### config.mk
export PLATFORM = sky130hd
export DESIGN_NAME = licznik_czasu_flat
export DESIGN_NICKNAME = d
export VERILOG_FILES = /design/src/rtl/licznik_czasu_pkg.sv /design/src/rtl/licznik_czasu_if.sv /design/src/rtl/licznik_czasu_bcd.sv /design/src/rtl/licznik_czasu.sv /design/src/flat_wrapper.sv
export SDC_FILE = /design/constraint.sdc
export NUM_CORES = 1
export LEC_CHECK = 0
export ABC_CLOCK_PERIOD_IN_PS = 3300
export BUFFER_PORTS_ARGS = -buffer_cell sky130_fd_sc_hd__buf_2
export CAP_MARGIN = 20
export CELL_PAD_IN_SITES_DETAIL_PLACEMENT = 0
export CELL_PAD_IN_SITES_GLOBAL_PLACEMENT = 1
export CORE_ASPECT_RATIO = 0.75
export CORE_MARGIN = 3
export CORE_UTILIZATION = 45
export CTS_CLUSTER_SIZE = 28
export DETAILED_ROUTE_END_ITERATION = 7
export MAX_ROUTING_LAYER = met4
export PLACE_DENSITY = 0.95
export SETUP_SLACK_MARGIN = 0.3
export SYNTH_ARGS = -nofsm -noshare
export SYNTH_HDL_FRONTEND = slang
export SYNTH_SLANG_ARGS = --single-unit
export TNS_END_PERCENT = 10
### constraint.sdc
create_clock -name clk_i -period 3.3 [get_ports clk_i]
set_input_delay 0.33 -clock clk_i [delete_from_list [all_inputs] [get_ports clk_i]]
set_output_delay 0.33 -clock clk_i [all_outputs]
set_load 0.01 [all_outputs]
### src/rtl/licznik_czasu_pkg.sv
`default_nettype none
// ============================================================================
//  Module      : licznik_pkg
//  Description : Shared definitions for the RTC timekeeping core: mode
//                encoding, packed-BCD constants and the 2-digit BCD
//                increment helper.
//  Revision    : 1.0  initial release
// ============================================================================
package licznik_pkg;

    localparam logic [1:0] MODE_RUN      = 2'b00;
    localparam logic [1:0] MODE_SET_HOUR = 2'b01;
    localparam logic [1:0] MODE_SET_MIN  = 2'b10;

    typedef enum logic [1:0] {
        ST_RUN      = MODE_RUN,
        ST_SET_HOUR = MODE_SET_HOUR,
        ST_SET_MIN  = MODE_SET_MIN
    } state_t;

    localparam logic [7:0] BCD_ZERO     = 8'h00;
    localparam logic [7:0] BCD_HOUR_MAX = 8'h23;
    localparam logic [7:0] BCD_MIN_MAX  = 8'h59;

    // Returns {wrap, next}. wrap is set when val already sits at max, in
    // which case next is 00; otherwise next is val + 1 with a decimal carry
    // from the low digit into the high digit.
    function automatic logic [8:0] bcd_inc(input logic [7:0] val,
                                           input logic [7:0] max);
        logic [8:0] res;
        if (val == max)
            res = {1'b1, BCD_ZERO};
        else if (val[3:0] == 4'h9)
            res = {1'b0, val[7:4] + 4'h1, 4'h0};
        else
            res = {1'b0, val[7:4], val[3:0] + 4'h1};
        return res;
    endfunction

endpackage
`default_nettype wire

### src/rtl/licznik_czasu_if.sv
`default_nettype none
// ============================================================================
//  Module      : licznik_czasu_if
//  Description : Signal bundle between the timekeeping core and its
//                surroundings.
//                Inputs : div_clk (1 s divided clock), set_i, inc_i (buttons)
//                Outputs: sec_o/min_o/hour_o (packed BCD), mode_o, day_o
//                master = environment side, slave = core side.
//  Revision    : 1.0  initial release
// ============================================================================
interface licznik_czasu_if;
    logic       div_clk;
    logic       set_i;
    logic       inc_i;
    logic [7:0] sec_o;
    logic [7:0] min_o;
    logic [7:0] hour_o;
    logic [1:0] mode_o;
    logic       day_o;

    modport master (
        output div_clk, set_i, inc_i,
        input  sec_o, min_o, hour_o, mode_o, day_o
    );

    modport slave (
        input  div_clk, set_i, inc_i,
        output sec_o, min_o, hour_o, mode_o, day_o
    );
endinterface
`default_nettype wire

### src/rtl/licznik_czasu_bcd.sv
`default_nettype none
// ============================================================================
//  Module      : licznik_bcd
//  Description : Two-digit packed-BCD register that counts 00..max_i.
//                clk_i, rst_i (async, active low), clr_i (sync clear to 00,
//                dominates inc_i), inc_i (advance by one with wrap),
//                max_i (last valid value), val_o (current value),
//                wrap_o (value sits at max_i, so an increment would wrap).
//  Revision    : 1.0  initial release
// ============================================================================
module licznik_bcd
    import licznik_pkg::*;
(
    input  wire logic       clk_i,
    input  wire logic       rst_i,
    input  wire logic       clr_i,
    input  wire logic       inc_i,
    input  wire logic [7:0] max_i,
    output logic      [7:0] val_o,
    output logic            wrap_o
);

    logic [7:0] r_val;
    logic [8:0] w_inc_res;

    assign w_inc_res = bcd_inc(r_val, max_i);

    always_ff @(posedge clk_i or negedge rst_i) begin
        if (!rst_i)
            r_val <= BCD_ZERO;
        else if (clr_i)
            r_val <= BCD_ZERO;
        else if (inc_i)
            r_val <= w_inc_res[7:0];
    end

    // Ungated by inc_i so the parent can build its carry chain without a
    // combinational loop back through this module.
    assign wrap_o = w_inc_res[8];
    assign val_o  = r_val;

endmodule
`default_nettype wire

### src/rtl/licznik_czasu.sv
`default_nettype none
// ============================================================================
//  Module      : licznik_czasu
//  Description : RTC timekeeping core. Converts each rising edge of div_clk
//                into a 1 s tick and keeps hh:mm:ss in packed BCD (24 h),
//                with a set/inc button mode for hours and minutes.
//                clk_i  : system clock
//                rst_i  : asynchronous reset, active low
//                bus    : div_clk/set_i/inc_i in, sec/min/hour/mode/day out
//  Revision    : 1.0  initial release
// ============================================================================
module licznik_czasu
    import licznik_pkg::*;
#(
    parameter logic [7:0] HOUR_MAX = BCD_HOUR_MAX,
    parameter logic [7:0] MIN_MAX  = BCD_MIN_MAX
)
(
    input  wire logic        clk_i,
    input  wire logic        rst_i,
    licznik_czasu_if.slave   bus
);

    // Delayed copies for rising-edge detection
    logic   r_div_q, r_set_q, r_inc_q;
    logic   w_tick, w_set, w_inc;

    state_t r_state, w_state_next;
    logic   r_day, w_day_next;

    logic   w_sec_clr, w_sec_inc, w_min_inc, w_hour_inc;
    logic   w_sec_wrap, w_min_wrap, w_hour_wrap;

    always_ff @(posedge clk_i or negedge rst_i) begin
        if (!rst_i) begin
            r_div_q <= 1'b0;
            r_set_q <= 1'b0;
            r_inc_q <= 1'b0;
        end else begin
            r_div_q <= bus.div_clk;
            r_set_q <= bus.set_i;
            r_inc_q <= bus.inc_i;
        end
    end

    // Pulses are combinational from the live input so the counters move on
    // the very edge that first samples the input high.
    assign w_tick = bus.div_clk & ~r_div_q;
    assign w_set  = bus.set_i   & ~r_set_q;
    assign w_inc  = bus.inc_i   & ~r_inc_q;

    always_ff @(posedge clk_i or negedge rst_i) begin
        if (!rst_i) begin
            r_state <= ST_RUN;
            r_day   <= 1'b0;
        end else begin
            r_state <= w_state_next;
            r_day   <= w_day_next;
        end
    end

    // A set pulse always takes priority over a tick or an inc on the same edge.
    always_comb begin
        w_state_next = r_state;
        w_sec_clr    = 1'b0;
        w_sec_inc    = 1'b0;
        w_min_inc    = 1'b0;
        w_hour_inc   = 1'b0;
        w_day_next   = 1'b0;
        case (r_state)
            ST_RUN: begin
                if (w_set) begin
                    w_state_next = ST_SET_HOUR;
                    w_sec_clr    = 1'b1;
                end else if (w_tick) begin
                    w_sec_inc  = 1'b1;
                    w_min_inc  = w_sec_wrap;
                    w_hour_inc = w_sec_wrap & w_min_wrap;
                    w_day_next = w_sec_wrap & w_min_wrap & w_hour_wrap;
                end
            end
            ST_SET_HOUR: begin
                if (w_set)
                    w_state_next = ST_SET_MIN;
                else if (w_inc)
                    w_hour_inc = 1'b1;
            end
            ST_SET_MIN: begin
                if (w_set)
                    w_state_next = ST_RUN;
                else if (w_inc)
                    w_min_inc = 1'b1;
            end
            default: begin
                w_state_next = ST_RUN;
            end
        endcase
    end

    licznik_bcd u_sec (
        .clk_i  (clk_i),
        .rst_i  (rst_i),
        .clr_i  (w_sec_clr),
        .inc_i  (w_sec_inc),
        .max_i  (MIN_MAX),
        .val_o  (bus.sec_o),
        .wrap_o (w_sec_wrap)
    );

    licznik_bcd u_min (
        .clk_i  (clk_i),
        .rst_i  (rst_i),
        .clr_i  (1'b0),
        .inc_i  (w_min_inc),
        .max_i  (MIN_MAX),
        .val_o  (bus.min_o),
        .wrap_o (w_min_wrap)
    );

    licznik_bcd u_hour (
        .clk_i  (clk_i),
        .rst_i  (rst_i),
        .clr_i  (1'b0),
        .inc_i  (w_hour_inc),
        .max_i  (HOUR_MAX),
        .val_o  (bus.hour_o),
        .wrap_o (w_hour_wrap)
    );

    assign bus.mode_o = r_state;
    assign bus.day_o  = r_day;

endmodule
`default_nettype wire

### src/flat_wrapper.sv
// flat-port wrapper written by rule: the top's interface ports become plain ports
module licznik_czasu_flat import licznik_pkg::*;
#(
    parameter logic [7:0] HOUR_MAX = BCD_HOUR_MAX,
    parameter logic [7:0] MIN_MAX  = BCD_MIN_MAX
)
  (clk_i, rst_i, bus_div_clk, bus_set_i, bus_inc_i, bus_sec_o, bus_min_o, bus_hour_o, bus_mode_o, bus_day_o);
  licznik_czasu_if bus_i ();
  input  wire logic clk_i;
  input  wire logic rst_i;
  input wire logic [$bits(bus_i.div_clk)-1:0] bus_div_clk;
  input wire logic [$bits(bus_i.set_i)-1:0] bus_set_i;
  input wire logic [$bits(bus_i.inc_i)-1:0] bus_inc_i;
  output wire logic [$bits(bus_i.sec_o)-1:0] bus_sec_o;
  output wire logic [$bits(bus_i.min_o)-1:0] bus_min_o;
  output wire logic [$bits(bus_i.hour_o)-1:0] bus_hour_o;
  output wire logic [$bits(bus_i.mode_o)-1:0] bus_mode_o;
  output wire logic [$bits(bus_i.day_o)-1:0] bus_day_o;
  assign bus_i.div_clk = bus_div_clk;
  assign bus_i.set_i = bus_set_i;
  assign bus_i.inc_i = bus_inc_i;
  assign bus_sec_o = bus_i.sec_o;
  assign bus_min_o = bus_i.min_o;
  assign bus_hour_o = bus_i.hour_o;
  assign bus_mode_o = bus_i.mode_o;
  assign bus_day_o = bus_i.day_o;
  licznik_czasu #(.HOUR_MAX(HOUR_MAX), .MIN_MAX(MIN_MAX)) u_core (.clk_i(clk_i), .rst_i(rst_i), .bus(bus_i));
endmodule
**Yosys cells after proc, flatten, opt, wreduce, memory -nomap -nowiden**

Index checks and enable logic that the tools add are counted.

- Bits in registers: 30
- Latch bits: 0
- RAM bits: 0
- ROM bits: 0
- Input bits: 5
- Output and inout port bits: 27
- Memories kept: 0

- Add/subtract/negate cells: 6
- Multipliers: 0
- Div/mod/pow operators: 0
- Order comparisons: 0
- Equal/unequal tests: 11
- Shift-type cells: 0
- Multiplexer cells: 28
- Bitwise logic cells: 8
- Reductions and logical operators: 9

Operators by type and width:

| cell | number |
|---|---|
| $mux 8 | 5 |
| $mux 9 | 3 |
| $add 4x1->4 const B | 6 |
| $eq 8x7->1 const B | 2 |
| $mux 1 | 14 |
| $eq 4x4->1 const B | 3 |
| $eq 8x6->1 const B | 1 |
| $mux 2 | 3 |
| $ne 2x1->1 const B | 3 |
| $pmux 2 s3 | 1 |
| $reduce_and 2->1 | 3 |
| $reduce_bool 2->1 | 3 |
| $and 1x1->1 | 5 |
| $pmux 1 s2 | 2 |
| $not 1->1 | 3 |
| $reduce_and 3->1 | 1 |
| $reduce_bool 3->1 | 1 |
| $eq 2x1->1 const B | 1 |
| $eq 2x2->1 const B | 1 |
| $logic_not 2->1 | 1 |

**Longest topological paths before layout**

- Depth after elaboration: 8
- Depth in mapped cells: 8

**Modules after synthesis**

Synthesis repeated with hierarchy kept, for this count alone.

- Cell total of the unflattened synthesis: 205
- Area, all modules: 1983.2 um2

Modules (own cells, without submodules):

| module | instances | cells an instance | area an instance (um2) | seq. area each (um2) |
|---|---|---|---|---|
| licznik_bcd | 3 | 61 | 568.0 | 200.2 |
| licznik_czasu | 1 | 22 | 279.0 | 150.1 |

**Worst setup path after synthesis**

OpenSTA, ideal clock, no wires.

- Path kind: register -> register
- From: register u_core.u_sec.r_val[1] (netlist: u_core.u_sec.val_o[1])
- To: register u_core.u_hour.r_val[7] (netlist: u_core.u_hour.val_o[7])
- Library setup time: 87 ps
- Data arrival time: 1917 ps
- Data required time: 3213 ps
- Slack: 1297 ps
- Stages on the path, launching flop included: 8
- Cells stage by stage: dfrtp_1 inv_1 ha_1 and3b_1 nand4_2 o21a_1 or4_1 o211ai_1

- Cells in the longest elaborated chain, start to end: 7

RTL lines:

| element | RTL line | RTL |
|---|---|---|
| from (decl) | licznik_czasu_bcd.sv:23 | `logic [7:0] r_val;` |
| from (signal assigned) | licznik_czasu_bcd.sv:34 | `r_val <= w_inc_res[7:0];` |
| $eq 8x7->1 | licznik_czasu_pkg.sv:31 | `if (val == max)` |
| $mux 9 | licznik_czasu_pkg.sv:31 |  |
| $and 1x1->1 | licznik_czasu.sv:78 | `w_hour_inc = w_sec_wrap & w_min_wrap;` |
| $mux 1 | licznik_czasu.sv:75 | `end else if (w_tick) begin` |
| $mux 1 | licznik_czasu.sv:72 | `if (w_set) begin` |
| $pmux 1 s2 | licznik_czasu.sv:70 | `case (r_state)` |
| $reduce_and 2->1 (no line) | -- |  |
| to (signal assigned) | licznik_czasu_bcd.sv:34 |  |
| to (decl) | licznik_czasu_bcd.sv:23 |  |

No other way between the ends.
A chain may end at the register's enable or synchronous reset.

**Worst setup path in the final report**

- From: register u_core.u_sec.r_val[1] (netlist: u_core.u_sec.val_o[1])
- To: register u_core.u_hour.r_val[3] (netlist: u_core.u_hour.val_o[3])

- Cells in the longest elaborated chain, start to end: 6

RTL lines:

| element | RTL line |
|---|---|
| $eq 8x7->1 | licznik_czasu_pkg.sv:31 |
| $mux 9 | licznik_czasu_pkg.sv:31 |
| $and 1x1->1 | licznik_czasu.sv:78 |
| $mux 1 | licznik_czasu.sv:75 |
| $mux 1 | licznik_czasu.sv:72 |
| $pmux 1 s2 | licznik_czasu.sv:70 |

No other way between the ends.

==> key figures <==
Power
  – Power share of the combinational group: 0.284
  – Pwr per Cell Area: between 600 and 700 mW/mm2
  – Tot Pwr: between 1 and 1.5 mW
  – Power share of the sequential group: 0.459
  – Internal power: between 700 and 800 uW
  – Leak Pwr: about 0.95 nW
  – Clock power frac: 0.257
  – Max VDD drop: between 0.3 and 0.4 mV
  – Switching share of power: 0.372
  – NetSw: between 400 and 500 uW

Logic synthesis
  – Synth top area share: 0.454
  – Synthesized Nets: 185
  – Most frequent cell after synthesis: dfrtp_1
  – Ys async rst share: 1.00
  – Commonest cells in the synthesized netlist: dfrtp_1 (30), nor2_1 (14), nand2_1 (13), o21ai_0 (13), ha_1 (12)
  – Netlist cell types: 37
  – Syn Inst Count: about 170
  – Cell area after synthesis: between 0.0015 and 0.002 mm2
  – Primary FF master, synth: dfrtp_1
  – #FFs+latches synth: 30
  – Mean area per synthesized cell: ~10 um2
  – Synth area leaders: dfrtp_1 (45%), ha_1 (9.1%), o21ai_0 (3.9%), nor2_1 (3.2%), nand3_1 (3.0%)
  – Post-synth EDFFs: 0
  – Synth warn: 0
  – Seq/Total Area, Yosys: 0.454
  – Cell taking the most area after synthesis: dfrtp_1

Die
  – Die X: 76.0 um
  – Core Rows: 18
  – Die height: 58.5 um
  – Top Ports: 32
  – Core Region: between 0.003 and 0.004 mm2
  – Initial Util: 0.486
  – Full die area: approximately 0.0044 mm2

GRT
  – Vias in the first global route: between 1000 and 1500
  – Antenna violations before repair: 0
  – Gr usage total: 0.177
  – First-pass GRT wire length: about 6 mm
  – GR Overflow Total: 0
  – Largest net degree at the start of global routing: 31

Finish
  – Area occupied by multi-input gates: 843 um2
  – Nets: between 200 and 250
  – Layout cell share with drive strength beyond 1: 0.227
  – Register Area: 751 um2
  – FILL cells: ~310
  – Utilization after layout: 0.571
  – P&R area growth vs syn: 17.3%
  – ANT cells: 0

Routing
  – DRC: 0
  – DRT Wirelength: approximately 3.4 mm
  – Vias post-DR: about 1400
  – Drt first pass iters: 4
  – Antenna Violating Nets Remaining: 0
  – WL/cell: about 14 um
  – Initial drt markers: 64
  – Via density: 5.37

Setup path
  – Critical Path End Type: flip-flop
  – Reg-to-reg startpoint: u_core.u_sec.val_o[1]
  – Critical-path cell list: inv_1 > ha_1 > and3b_1 > nand4_2 > o21ai_0 > nand3_1 > o31ai_1
  – Top delay family on crit path: simple AND/OR/NAND/NOR gates
  – Reg-to-reg setup timing slack: roughly 1100 ps
  – Buf+Inv Stages, Crit Path: 1
  – Critical path data required time: 3490 ps
  – Worst path slowest cell: o21ai_0
  – Kind of critical path: flip-flop to flip-flop
  – CP endpoint: u_core.u_hour.val_o[3]
  – R2R depth: 7
  – Max incr delay on CP: ~460 ps
  – Critical Path AT: about 2400 ps
  – Crit Reg-Reg Endpoint: u_core.u_hour.val_o[3]
  – Critical path fanouts, max: 9
  – Critical Path Start Type: flip-flop
  – Worst Setup SP: u_core.u_sec.val_o[1]
  – Critical Path Stages: 7

Place
  – # port buffers: 31
  – GPL Wtd Cong: 0.878
  – DP HPWL: approximately 2.6 mm

STA
  – Final period util: 0.669
  – Setup TNS: 0 ps
  – Slew Limit Fails: 0
  – Clock Skew: 9.39 ps
  – Fin crit period: between 2000 and 2500 ps
  – RSZ-0062 raised after global routing: no
  – Fin. Hold Viols: 0
  – Least-Margin Pin Slew: just under 800 ps
  – Fmax: 453 MHz
  – # setup viols final: 0
  – Slew HR: 0.476

Clocking
  – Post_cts resized: 0
  – Clock Sinks: 30
  – Clk buf depth: 2
  – Root Buffer: clkbuf_8
  – # Post-CTS Setup Buffers: 0
  – CTS HTree Levels: 2
  – Clk Latency, worst-skew pair: 290 ps
  – Clock-pin slew on the worst setup and hold paths: 70 ps
  – CTS tree: done
  – Post-CTS Hold Buffers: 0
  – CTS Buf Count: 5

Hold path
  – Hold WC Path Type: primary input to asynchronous set/reset pin

Flow run
  – Max_cap viols: 0

Outcome
  – Outcome: finished, final reports clean
registers in the layout, indices dropped and copies added (netlist names):
register,count
u_core.u_min.val_o,8
u_core.u_sec.val_o,8
u_core.bus.mode_o,2
u_core.r_inc_q,1
u_core.r_set_q,1
u_core.r_div_q,1
u_core.bus.day_o,1
u_core.u_hour.val_o,8
worst min path at each step:
stage | endpoint | slack [ps] | startpoint | cells after the start
2_1_floorplan | u_core.bus.day_o | 30 | rst_i | 0
3_3_place_gp | u_core.u_min.val_o[2] | 390 | rst_i | 1
3_5_place_dp | u_core.u_min.val_o[3] | 390 | rst_i | 1
4_1_cts | u_core.u_min.val_o[3] | 80 | rst_i | 1
5_1_grt | u_core.u_min.val_o[3] | 120 | rst_i | 1
6_report | u_core.u_min.val_o[3] | 60 | rst_i | 1
cell usage in the layout (no fill, tap or decap), drive strengths merged:
master	instances
buf	31
dfrtp	30
nor2	14
nand2	13
o21ai	13
ha	12
inv	10
nand3	10
a21oi	8
clkbuf	7
o31ai	6
nand2b	5
nor3	5
nor2b	4
and3b	4
mux2	4
or4	3
nand3b	3
or3	2
nor4	2
nand4	2
nor3b	1
or3b	1
a32oi	1
and2b	1
a21o	1
mux2i	1
nand4b	1
o21a	1
o41ai	1
xnor2	1
o32ai	1
o211ai	1
or4b	1
and3	1
clkinv	1
power groups by stage:
| stage | registers, mW | logic (mW) | clock network [mW] |
|---|---|---|---|
| 3_5_place_dp | 0.549 | 0.340 | 0 |
| 4_1_cts | 0.544 | 0.342 | 0.315 |
| 6_report | 0.545 | 0.337 | 0.305 |
| 5_1_grt | 0.562 | 0.390 | 0.330 |
| 3_3_place_gp | 0.539 | 0.327 | 0 |
| 2_1_floorplan | 0.545 | 0.214 | 0 |
final cells by class:
class                   count  share of cell area
repair buffers             31              0.0799
clock inverters             1             0.00258
well taps                  50              0.0322
multi-input cells         124               0.435
flip-flops and latches     30               0.387
clock buffers               7              0.0445
inverters                  10              0.0193
metrics by stage:
step / setup WS (ps) / instances / hold WS [ps] / area, um2
after global placement: 1240 / 245 / 391 / 1850
after global routing: 811 / 253 / 120 / 1940
final: 1090 / 253 / 61.4 / 1940
after floorplan: 1300 / 168 / 34.4 / 1650
after CTS: 1080 / 253 / 77.7 / 1940
after detailed placement: 1080 / 245 / 394 / 1850
logic make-up (layout without fill, tap and decap cells):
family,count (synthesis),after routing,synth area share
multiplexers,5,5,0.0333
XOR/XNOR,1,1,0.00530
AO/OA/AOI/OAI,33,33,0.125
adder cells (fa/ha/maj),12,12,0.0908
AND/OR/NAND/NOR,73,73,0.256
flip-flops,30,30,0.454
buffers and inverters,14,49,0.0363
layer usage:
| layer | vias to the layer above | part of all wire | GRT usage |
|---|---|---|---|
| li1 | 666 | - | - |
| met1 | 653 | 0.48 | 0.212 |
| met2 | 32 | 0.44 | 0.271 |
| met3 | 8 | 0.057 | 0.0642 |
| met4 | 0 | 0.018 | 0.0827 |
| met5 | - | 0 | - |
(Power assumes the default switching activity.)
